$ cat src/rtl/prog_seq_cntr_pkg.sv
// prog_seq_cntr_pkg
// Shared constants and index helpers for the programmable sequence counter.
//   DIR_FWD / DIR_REV : encodings of the dir input
//   next_idx()        : one step forward or backward through the table, with wrap
//   clamp_idx()       : limits an externally supplied index to the table range
package prog_seq_cntr_pkg;

    localparam logic DIR_FWD = 1'b0;
    localparam logic DIR_REV = 1'b1;

    function automatic int next_idx(input int cur, input logic dir, input int depth);
        if (dir == DIR_FWD) begin
            return (cur >= depth - 1) ? 0 : cur + 1;
        end
        return (cur == 0) ? depth - 1 : cur - 1;
    endfunction

    function automatic int clamp_idx(input int i, input int depth);
        return (i >= depth) ? depth - 1 : i;
    endfunction

endpackage

$ cat src/rtl/prog_seq_cntr_if.sv
// prog_seq_cntr_if
// Control and status bundle of the sequence counter.
//   master : drives en, dir, one_shot, load, load_idx (and wr_* with
//            PROG_SEQ_CNTR_WRITE_EN); observes q, idx, tc, done
//   slave  : the counter itself
interface prog_seq_cntr_if #(
    parameter int WIDTH = 3,
    parameter int IDXW  = 3
);
    logic             en;
    logic             dir;
    logic             one_shot;
    logic             load;
    logic [IDXW-1:0]  load_idx;
`ifdef PROG_SEQ_CNTR_WRITE_EN
    logic             wr_en;
    logic [IDXW-1:0]  wr_idx;
    logic [WIDTH-1:0] wr_data;
`endif
    logic [WIDTH-1:0] q;
    logic [IDXW-1:0]  idx;
    logic             tc;
    logic             done;

    modport master (
        output en, dir, one_shot, load, load_idx,
`ifdef PROG_SEQ_CNTR_WRITE_EN
        output wr_en, wr_idx, wr_data,
`endif
        input  q, idx, tc, done
    );

    modport slave (
        input  en, dir, one_shot, load, load_idx,
`ifdef PROG_SEQ_CNTR_WRITE_EN
        input  wr_en, wr_idx, wr_data,
`endif
        output q, idx, tc, done
    );
endinterface

$ cat src/rtl/prog_seq_cntr_table.sv
// prog_seq_cntr_table
// Sequence table storage and read port.
// Macro PROG_SEQ_CNTR_WRITE_EN:
//   defined   : DEPTH x WIDTH register file, reloaded from INIT_SEQ on clear,
//               written via wr_en/wr_idx/wr_data; a write to the entry being
//               read is forwarded to rd_data in the same cycle
//   undefined : constant table decoded from INIT_SEQ, no clk/clear/wr ports
// Ports:
//   rd_idx  in  IDXW   entry to read (the counter's next index)
//   rd_data out WIDTH  code at rd_idx (combinational)
//   clk, clear, wr_en, wr_idx, wr_data  only with PROG_SEQ_CNTR_WRITE_EN
module prog_seq_cntr_table #(
    parameter int                       WIDTH    = 3,
    parameter int                       DEPTH    = 5,
    parameter int                       IDXW     = 3,
    parameter logic [WIDTH*DEPTH-1:0]   INIT_SEQ = '0
) (
    input  logic [IDXW-1:0]  rd_idx,
    output logic [WIDTH-1:0] rd_data
`ifdef PROG_SEQ_CNTR_WRITE_EN
    ,
    input  logic             clk,
    input  logic             clear,
    input  logic             wr_en,
    input  logic [IDXW-1:0]  wr_idx,
    input  logic [WIDTH-1:0] wr_data
`endif
);

    logic [WIDTH-1:0] tbl [DEPTH];
    logic             rd_ok;

    assign rd_ok = int'(rd_idx) < DEPTH;

`ifdef PROG_SEQ_CNTR_WRITE_EN
    logic wr_ok;

    assign wr_ok = wr_en && (int'(wr_idx) < DEPTH);

    always_ff @(posedge clk) begin
        if (clear) begin
            for (int i = 0; i < DEPTH; i++) begin
                tbl[i] <= INIT_SEQ[i*WIDTH +: WIDTH];
            end
        end else if (wr_ok) begin
            tbl[wr_idx] <= wr_data;
        end
    end

    // Forward a same-cycle write so q never shows the stale entry.
    always_comb begin
        rd_data = rd_ok ? tbl[rd_idx] : '0;
        if (wr_ok && (wr_idx == rd_idx)) begin
            rd_data = wr_data;
        end
    end
`else
    for (genvar i = 0; i < DEPTH; i++) begin : g_rom
        assign tbl[i] = INIT_SEQ[i*WIDTH +: WIDTH];
    end

    assign rd_data = rd_ok ? tbl[rd_idx] : '0;
`endif

endmodule

$ cat src/rtl/prog_seq_cntr.sv
// prog_seq_cntr
// Programmable arbitrary-sequence counter: steps through DEPTH codes of WIDTH
// bits in table order, forward or reverse, wrapping or one-shot, with index
// preload. Entry 0 of INIT_SEQ sits in the LSBs.
// Optional macro PROG_SEQ_CNTR_WRITE_EN makes the table writable (wr_* on bus).
// Ports:
//   clk    in   rising-edge clock
//   clear  in   synchronous active-high reset (idx=0, q=table[0], done=0)
//   bus    slave modport of prog_seq_cntr_if:
//          en, dir, one_shot, load, load_idx [, wr_en, wr_idx, wr_data] in
//          q, idx, done (registered), tc (combinational) out
// Priority per edge: clear > load > en.
module prog_seq_cntr
    import prog_seq_cntr_pkg::*;
#(
    parameter int                       WIDTH    = 3,
    parameter int                       DEPTH    = 5,
    parameter int                       IDXW     = $clog2(DEPTH),
    parameter logic [WIDTH*DEPTH-1:0]   INIT_SEQ = {3'd1, 3'd5, 3'd0, 3'd7, 3'd4}
) (
    input  logic            clk,
    input  logic            clear,
    prog_seq_cntr_if.slave  bus
);

    localparam logic [IDXW-1:0] LAST = IDXW'(DEPTH - 1);

    logic [IDXW-1:0]  idx_r;
    logic [IDXW-1:0]  nidx;
    logic [WIDTH-1:0] q_r;
    logic [WIDTH-1:0] rd_data;
    logic             done_r;
    logic             ndone;
    logic             at_term;

    // Terminal index follows the live dir so a direction change takes effect
    // on the very next step.
    assign at_term = (bus.dir == DIR_FWD) ? (idx_r == LAST) : (idx_r == '0);
    assign bus.tc  = bus.en & ~done_r & at_term;

    always_comb begin
        nidx  = idx_r;
        ndone = done_r;
        if (bus.load) begin
            nidx  = IDXW'(clamp_idx(int'(bus.load_idx), DEPTH));
            ndone = 1'b0;
        end else if (bus.en && !done_r) begin
            if (at_term && bus.one_shot) begin
                ndone = 1'b1;
            end else begin
                nidx = IDXW'(next_idx(int'(idx_r), bus.dir, DEPTH));
            end
        end
    end

    // The table is read at the next index, so q and idx move together.
    prog_seq_cntr_table #(
        .WIDTH    (WIDTH),
        .DEPTH    (DEPTH),
        .IDXW     (IDXW),
        .INIT_SEQ (INIT_SEQ)
    ) u_table (
        .rd_idx  (nidx),
        .rd_data (rd_data)
`ifdef PROG_SEQ_CNTR_WRITE_EN
        ,
        .clk     (clk),
        .clear   (clear),
        .wr_en   (bus.wr_en),
        .wr_idx  (bus.wr_idx),
        .wr_data (bus.wr_data)
`endif
    );

    always_ff @(posedge clk) begin
        if (clear) begin
            idx_r  <= '0;
            q_r    <= INIT_SEQ[WIDTH-1:0];
            done_r <= 1'b0;
        end else begin
            idx_r  <= nidx;
            q_r    <= rd_data;
            done_r <= ndone;
        end
    end

    assign bus.q    = q_r;
    assign bus.idx  = idx_r;
    assign bus.done = done_r;

endmodule

$ cat src/flat_wrapper.sv
// flat-port wrapper written by rule: the top's interface ports become plain ports
module prog_seq_cntr_flat import prog_seq_cntr_pkg::*;
#(
    parameter int                       WIDTH    = 3,
    parameter int                       DEPTH    = 5,
    parameter int                       IDXW     = $clog2(DEPTH),
    parameter logic [WIDTH*DEPTH-1:0]   INIT_SEQ = {3'd1, 3'd5, 3'd0, 3'd7, 3'd4}
)
  (clk, clear, bus_en, bus_dir, bus_one_shot, bus_load, bus_load_idx, bus_q, bus_idx, bus_tc, bus_done);
  prog_seq_cntr_if #(.WIDTH(WIDTH), .IDXW(IDXW)) bus_i ();
  input  logic clk;
  input  logic clear;
  input wire logic [$bits(bus_i.en)-1:0] bus_en;
  input wire logic [$bits(bus_i.dir)-1:0] bus_dir;
  input wire logic [$bits(bus_i.one_shot)-1:0] bus_one_shot;
  input wire logic [$bits(bus_i.load)-1:0] bus_load;
  input wire logic [$bits(bus_i.load_idx)-1:0] bus_load_idx;
  output wire logic [$bits(bus_i.q)-1:0] bus_q;
  output wire logic [$bits(bus_i.idx)-1:0] bus_idx;
  output wire logic [$bits(bus_i.tc)-1:0] bus_tc;
  output wire logic [$bits(bus_i.done)-1:0] bus_done;
  assign bus_i.en = bus_en;
  assign bus_i.dir = bus_dir;
  assign bus_i.one_shot = bus_one_shot;
  assign bus_i.load = bus_load;
  assign bus_i.load_idx = bus_load_idx;
  assign bus_q = bus_i.q;
  assign bus_idx = bus_i.idx;
  assign bus_tc = bus_i.tc;
  assign bus_done = bus_i.done;
  prog_seq_cntr #(.WIDTH(WIDTH), .DEPTH(DEPTH), .IDXW(IDXW), .INIT_SEQ(INIT_SEQ)) u_core (.clk(clk), .clear(clear), .bus(bus_i));
endmodule
$ cat config.mk
export PLATFORM = sky130hd
export DESIGN_NAME = prog_seq_cntr_flat
export DESIGN_NICKNAME = d
export VERILOG_FILES = /design/src/rtl/prog_seq_cntr_pkg.sv /design/src/rtl/prog_seq_cntr_if.sv /design/src/rtl/prog_seq_cntr_table.sv /design/src/rtl/prog_seq_cntr.sv /design/src/flat_wrapper.sv
export SDC_FILE = /design/constraint.sdc
export NUM_CORES = 1
export LEC_CHECK = 0
export CORE_AREA = 4 4 41 43
export CTS_BUF_LIST = sky130_fd_sc_hd__clkbuf_16
export DETAILED_ROUTE_END_ITERATION = 8
export DIE_AREA = 0 0 45 47
export PLACE_DENSITY_LB_ADDON = 0.1
export RECOVER_POWER = 100
export SYNTH_ARGS = -nofsm -noshare
export SYNTH_HDL_FRONTEND = slang
export SYNTH_SLANG_ARGS = --single-unit
$ cat constraint.sdc
create_clock -name clk -period 2.7 [get_ports clk]
set_input_delay 0.27 -clock clk [delete_from_list [all_inputs] [get_ports clk]]
set_output_delay 0.27 -clock clk [all_outputs]
set_load 0.02 [all_outputs]
# Word-level counts from Yosys, hierarchy flattened
# Memories as Yosys holds them, arrays and structs flattened.
# Index checks and enable logic that the tools add are counted.
# W data, S select, Z words.
# totals
mem_bits_ro	24
out_inout_bits	8
register_bits	7
memories	1
# classes
n_bitwise	5
add_sub_neg	2
n_eq_ne	1
n_reduce_logical	8
mux	16
n_lt_le_gt_ge	4
# mem_list
memory	depth	word_bits	rd	rd_clocked_by_memory_dff	wr	line	text
(name not given)	8	3	1	0	0	prog_seq_cntr_table.sv:62	assign rd_data = rd_ok ? tbl[rd_idx] : '0;
# op_table
operator	count
$mux W3	11
$ge A3 B3 Y1 const B	2
$logic_not A3 Y1	2
$mux W1	5
$ge A4 B4 Y1 const B	1
$not A3 Y4	1
$reduce_or A2 Y1	2
$add A3 B1 Y3 const B	1
$eq A3 B3 Y1 const B	1
$lt A3 B3 Y1 const B	1
$sub A3 B1 Y3 const B	1
$and A1 B1 Y1	2
$logic_and A1 B1 Y1	2
$not A1 Y1	2
$reduce_and A2 Y1	1
$logic_not A1 Y1	1

# Depth between registers and ports, before layout
# depth
ltp_word	15
mapped_depth	9
depth_no_buf	9

# By module
# Synthesis repeated with hierarchy kept, for this count alone.
# unflattened
cells_unflattened	54
area_unflattened_um2	450.4
# modules_own_cells
mod	seq_area_each_um2	instances	area_each_um2	cells_per_inst
prog_seq_cntr	140.1	1	422.9	49
prog_seq_cntr_table	0.0	1	27.5	5

# Worst setup path after synthesis
# Ideal clock, no wire load.
# synth_path
path_type	register to register
from	reg u_core.idx_r[0], in the netlist u_core.bus.idx[0]
to	reg u_core.q_r[0], in the netlist u_core.bus.q[0]
path_stages_with_launch	10
path_slack_ns	0.244
setup_ns	0.070
t_arrival_ns	2.386
n_path_buf	0
cell_sequence	dfxtp_1 inv_1 ha_1 ha_1 mux2_4 a21oi_4 nor2_2 o31a_1 or4b_1 a21oi_1
# synth_between
elab_chain_cells	11
word_cells_on_any_way	22
# synth_rtl
element	line	text
from (decl)	prog_seq_cntr.sv:28	logic [IDXW-1:0] idx_r;
from (signal assigned)	prog_seq_cntr.sv:81	idx_r <= nidx;
$add A3 B1 Y3 or $ge A3 B3 Y1 (tied branches)	prog_seq_cntr_pkg.sv:13	return (cur >= depth - 1) ? 0 : cur + 1;
$mux W3	prog_seq_cntr_pkg.sv:13	
$mux W3	prog_seq_cntr_pkg.sv:12	if (dir == DIR_FWD) begin
$mux W3	prog_seq_cntr_pkg.sv:15	return (cur == 0) ? depth - 1 : cur - 1;
$mux W3	prog_seq_cntr.sv:48	if (at_term && bus.one_shot) begin
$mux W3 *	prog_seq_cntr.sv:47	end else if (bus.en && !done_r) begin
$mux W3 *	prog_seq_cntr.sv:44	if (bus.load) begin
$not A3 Y4 (implied by the code)	prog_seq_cntr_table.sv:62	
$mem_v2 Z8 W3	-	
$mux W3 (implied by the code) (2 in a row)	prog_seq_cntr_table.sv:62	
to (signal assigned)	prog_seq_cntr.sv:78	q_r <= INIT_SEQ[WIDTH-1:0];
to (signal assigned)	prog_seq_cntr.sv:82	q_r <= rd_data;
to (decl)	prog_seq_cntr.sv:30	logic [WIDTH-1:0] q_r;
# Mark *: on every way between the ends. The rest lies on a longest branch, timed or not. The select of a mux whose other input is x is not followed.
# A chain may end at the register's enable or synchronous reset.

# Worst setup path in the final report
# layout_path
from	reg u_core.idx_r[0], in the netlist u_core.bus.idx[0]
to	out bus_tc
# layout_between
elab_chain_cells	3
word_cells_on_any_way	4
# layout_rtl
element	line	text
$eq A3 B3 Y1 or $logic_not A3 Y1 (tied branches)	prog_seq_cntr.sv:38	assign at_term = (bus.dir == DIR_FWD) ? (idx_r == LAST) : (idx_r == '0);
$mux W1 *	prog_seq_cntr.sv:38	
$and A1 B1 Y1 *	prog_seq_cntr.sv:39	assign bus.tc = bus.en & ~done_r & at_term;
to (decl)	flat_wrapper.sv:20	output wire logic [$bits(bus_i.tc)-1:0] bus_tc;
# Mark *: on every way between the ends. The rest lies on a longest branch, timed or not.

==> flow_summary.yaml <==
critical_path:
  path_max_fanout: 4
  critical_path_class: "flop to primary output"
  crit_cells: 6
  reg2reg_slack_ns: 0.26
  crit_chain: "inv_1 > ha_1 > ha_1 > mux2_4 > nor2b_1 > dlygate4sd3_1"
  cp_common_cell: "ha_1"
  cp-end-kind: "primary output"
  cp.arrival_ns: 2.19
  required_ns: 2.43
  r2r_end: "u_core.bus.q[0]"
  reg2reg_from: "u_core.bus.idx[0]"
  cpLargestDelayFamily: "buffers and inverters"
  critPathLaunchType: "flop"
  slowest_delay_ns: 0.64
  path_buf_inv: 2
  cp_slowest_cell: "dlygate4sd3_1"
  rr_worst_depth: 9
global_route:
  grt_pass1_wl_um: 1590
  grt-ovfl-total: 0
  grt_pass1_vias: 380
  grtUsageTotal_pct: 11.3
  antenna_found_initial: 0
  grt_max_degree: 9
power:
  seq_power_share_pct: 25.5
  cellPowerDensity_nw_per_um2: 674
  power_switching_w: 0.000109
  vdd_ir_drop_max_uv: 457
  leakage_nw: 0.295
  clockPowerShare_pct: 54.1
  comb_power_share_pct: 20.5
  internal-power_w: 0.000352
  swShare_pct: 23.7
cells_and_area:
  syn_to_final_growth_pct: 58.8
  final_nets: 81
  layout_common_cells: "clkdlybuf4s50_1, dlygate4sd3_1, dfxtp_1, inv_1, nor2_1"
  final_cell_count_no_fill: 82
  drive_gt1_share_pct: 8.96
  num_antenna_cells: 0
  final_util_pct: 52.7
sta:
  min_period_ns: 2.46
  fmax_mhz: 407
  finalSetupTns_ns: 0
  fin_crit_sh_pct: 90.9
  rsz0062_at_grt: "false"
  fin_ws_ns: 0.244
  hold_viol: 0
  worstMarginPinSlew_ns: 0.367
  finalMaxSlewViolations: 0
  max_slew_margin_pct: 75.4
  fin_worst_skew_ns: 0.00306
  finalSetupViolCount: 0
min_path:
  hold_end: "u_core.bus.done"
  hp-class: "flop to flop"
  min_from: "u_core.bus.done"
  hold_depth: 2
synth:
  ys_types: 26
  syn_inst: 48
  yosysWarnings: 0
  netlist_area_um2: 432
  ys_ff_latch: 7
  seq_area_frac_synth_pct: 32.5
  yosysTopAreaCellShare_pct: 32.5
  synth.top_cells.by_area: "dfxtp_1, ha_1, o311a_1, nor2_1, a21oi_4"
  syn_avg_cell_area_um2: 8.99
  yosys.area.top_type: "dfxtp_1"
  syn-num-nets: 61
floorplanning:
  die_w_um: 45
  die_height_um: 47
  fp-row-count: 13
  start_util_pct: 33.2
  ios: 17
  dieArea_um2: 2120
  fp.coreArea_um2: 1300
cts:
  clock_latency_ns: 0.23
  holdBufCountCts: 0
  post-cts-setup-buffer-count: 0
  path_clk_slew_ns: 0.04
  clock_sinks: 7
  post_cts_resized: 0
  cts_made_buffers: 3
  max-clock-path-buffers: 2
  clockRootBuffer: "clkbuf_16"
  tritoncts: "done"
  h-tree-depth: 1
drt:
  drt_wl_total_um: 953
  wl_per_cell_um: 11.6
  num_vias: 390
  route.detailed.drc: 0
  via_per_inst: 4.76
  initialDrtViolationCount: 4
  firstDrtPassIters: 4
  drtAntennaViolNets: 0
placement:
  dp.cells: 78
  pre_cts_slack_ns: 0.216
  numPortBuffers: 16
  globalplace.congestion: 0.829
  hpwlAfterDp_um: 721
flow_run:
  max_cap_viol_count: 0
run_status:
  status: "finished, final reports clean"
flip-flops by register name, indices dropped and copies added, names as in the netlist:
name / count
u_core.bus.done: 1
u_core.bus.q: 3
u_core.bus.idx: 3
worst max-delay path by stage:
stage | to | start | slack, ns
6_report | bus_tc | u_core.bus.idx[0] | 0.24
5_1_grt | u_core.bus.q[0] | u_core.bus.idx[0] | 0.11
2_1_floorplan | u_core.bus.q[0] | u_core.bus.idx[0] | 0.24
3_3_place_gp | u_core.bus.q[0] | bus_dir | 0.23
4_1_cts | u_core.bus.q[0] | u_core.bus.idx[0] | 0.25
3_5_place_dp | u_core.bus.q[0] | bus_dir | 0.22
stage by stage:
stage	hold slack [ns]	instance area (um^2)	power, W
2_1_floorplan	0.339	432	0.000177
3_3_place_gp	0.558	607	0.000218
4_1_cts	0.555	686	0.000476
3_5_place_dp	0.539	607	0.000217
5_1_grt	0.571	686	0.000492
6_report	0.532	686	0.000462
final cells by class:
| cell class | count | area (um^2) |
|---|---|---|
| flip-flops and latches | 7 | 140 |
| fillers | 130 | 616 |
| repair buffers | 16 | 160 |
| inverters | 4 | 15.0 |
| clock inverters | 1 | 3.75 |
| well taps | 15 | 18.8 |
| multi-input cells | 36 | 273 |
| clock buffers | 3 | 75.1 |
worst reg2reg max path, cell delays in order, from the launching register on:
cell and delay [ns]:
dfxtp_1 0.36, inv_1 0.08, ha_1 0.24, ha_1 0.21, mux2_4 0.30, a21oi_4 0.22, nor2_2 0.05, o31a_1 0.32
or4b_1 0.47, a21oi_1 0.12
power groups by stage:
stage                     clock network (W)  registers [W]  logic (W)
after floorplan                           0       0.000128  0.0000482
after global placement                    0       0.000120  0.0000985
after detailed placement                  0       0.000120  0.0000977
after CTS                          0.000259       0.000118  0.0000986
after global routing               0.000269       0.000119   0.000103
final                              0.000250       0.000118  0.0000946
Yosys cell counts (all sizes together):
library cell,count
or4b,1
o21ai,2
o211ai,1
o31a,1
inv,4
dfxtp,7
a21o,1
nand3b,1
o311a,2
nor3,1
or2b,2
and3,1
nor4b,1
nor2,6
and3b,1
nor2b,1
nand2b,1
a31oi,1
nand2,2
a211oi,2
ha,4
clkbuf,1
mux2,1
a21oi,3
cell families after synthesis:
group           share of synthesized area (%)
compound gates                           23.5
mux                                      3.48
flops                                    32.5
fa+ha+maj                                11.6
buf+inv                                  4.35
simple gates                             24.6
routing by layer:
layer / track usage, % / wire length (um)
met1: 13.1 / 461
met2: 15.5 / 370
met5: 0 / 0
met4: 10.5 / 39
met3: 4.98 / 82
Power figures use the tool's default switching activity.
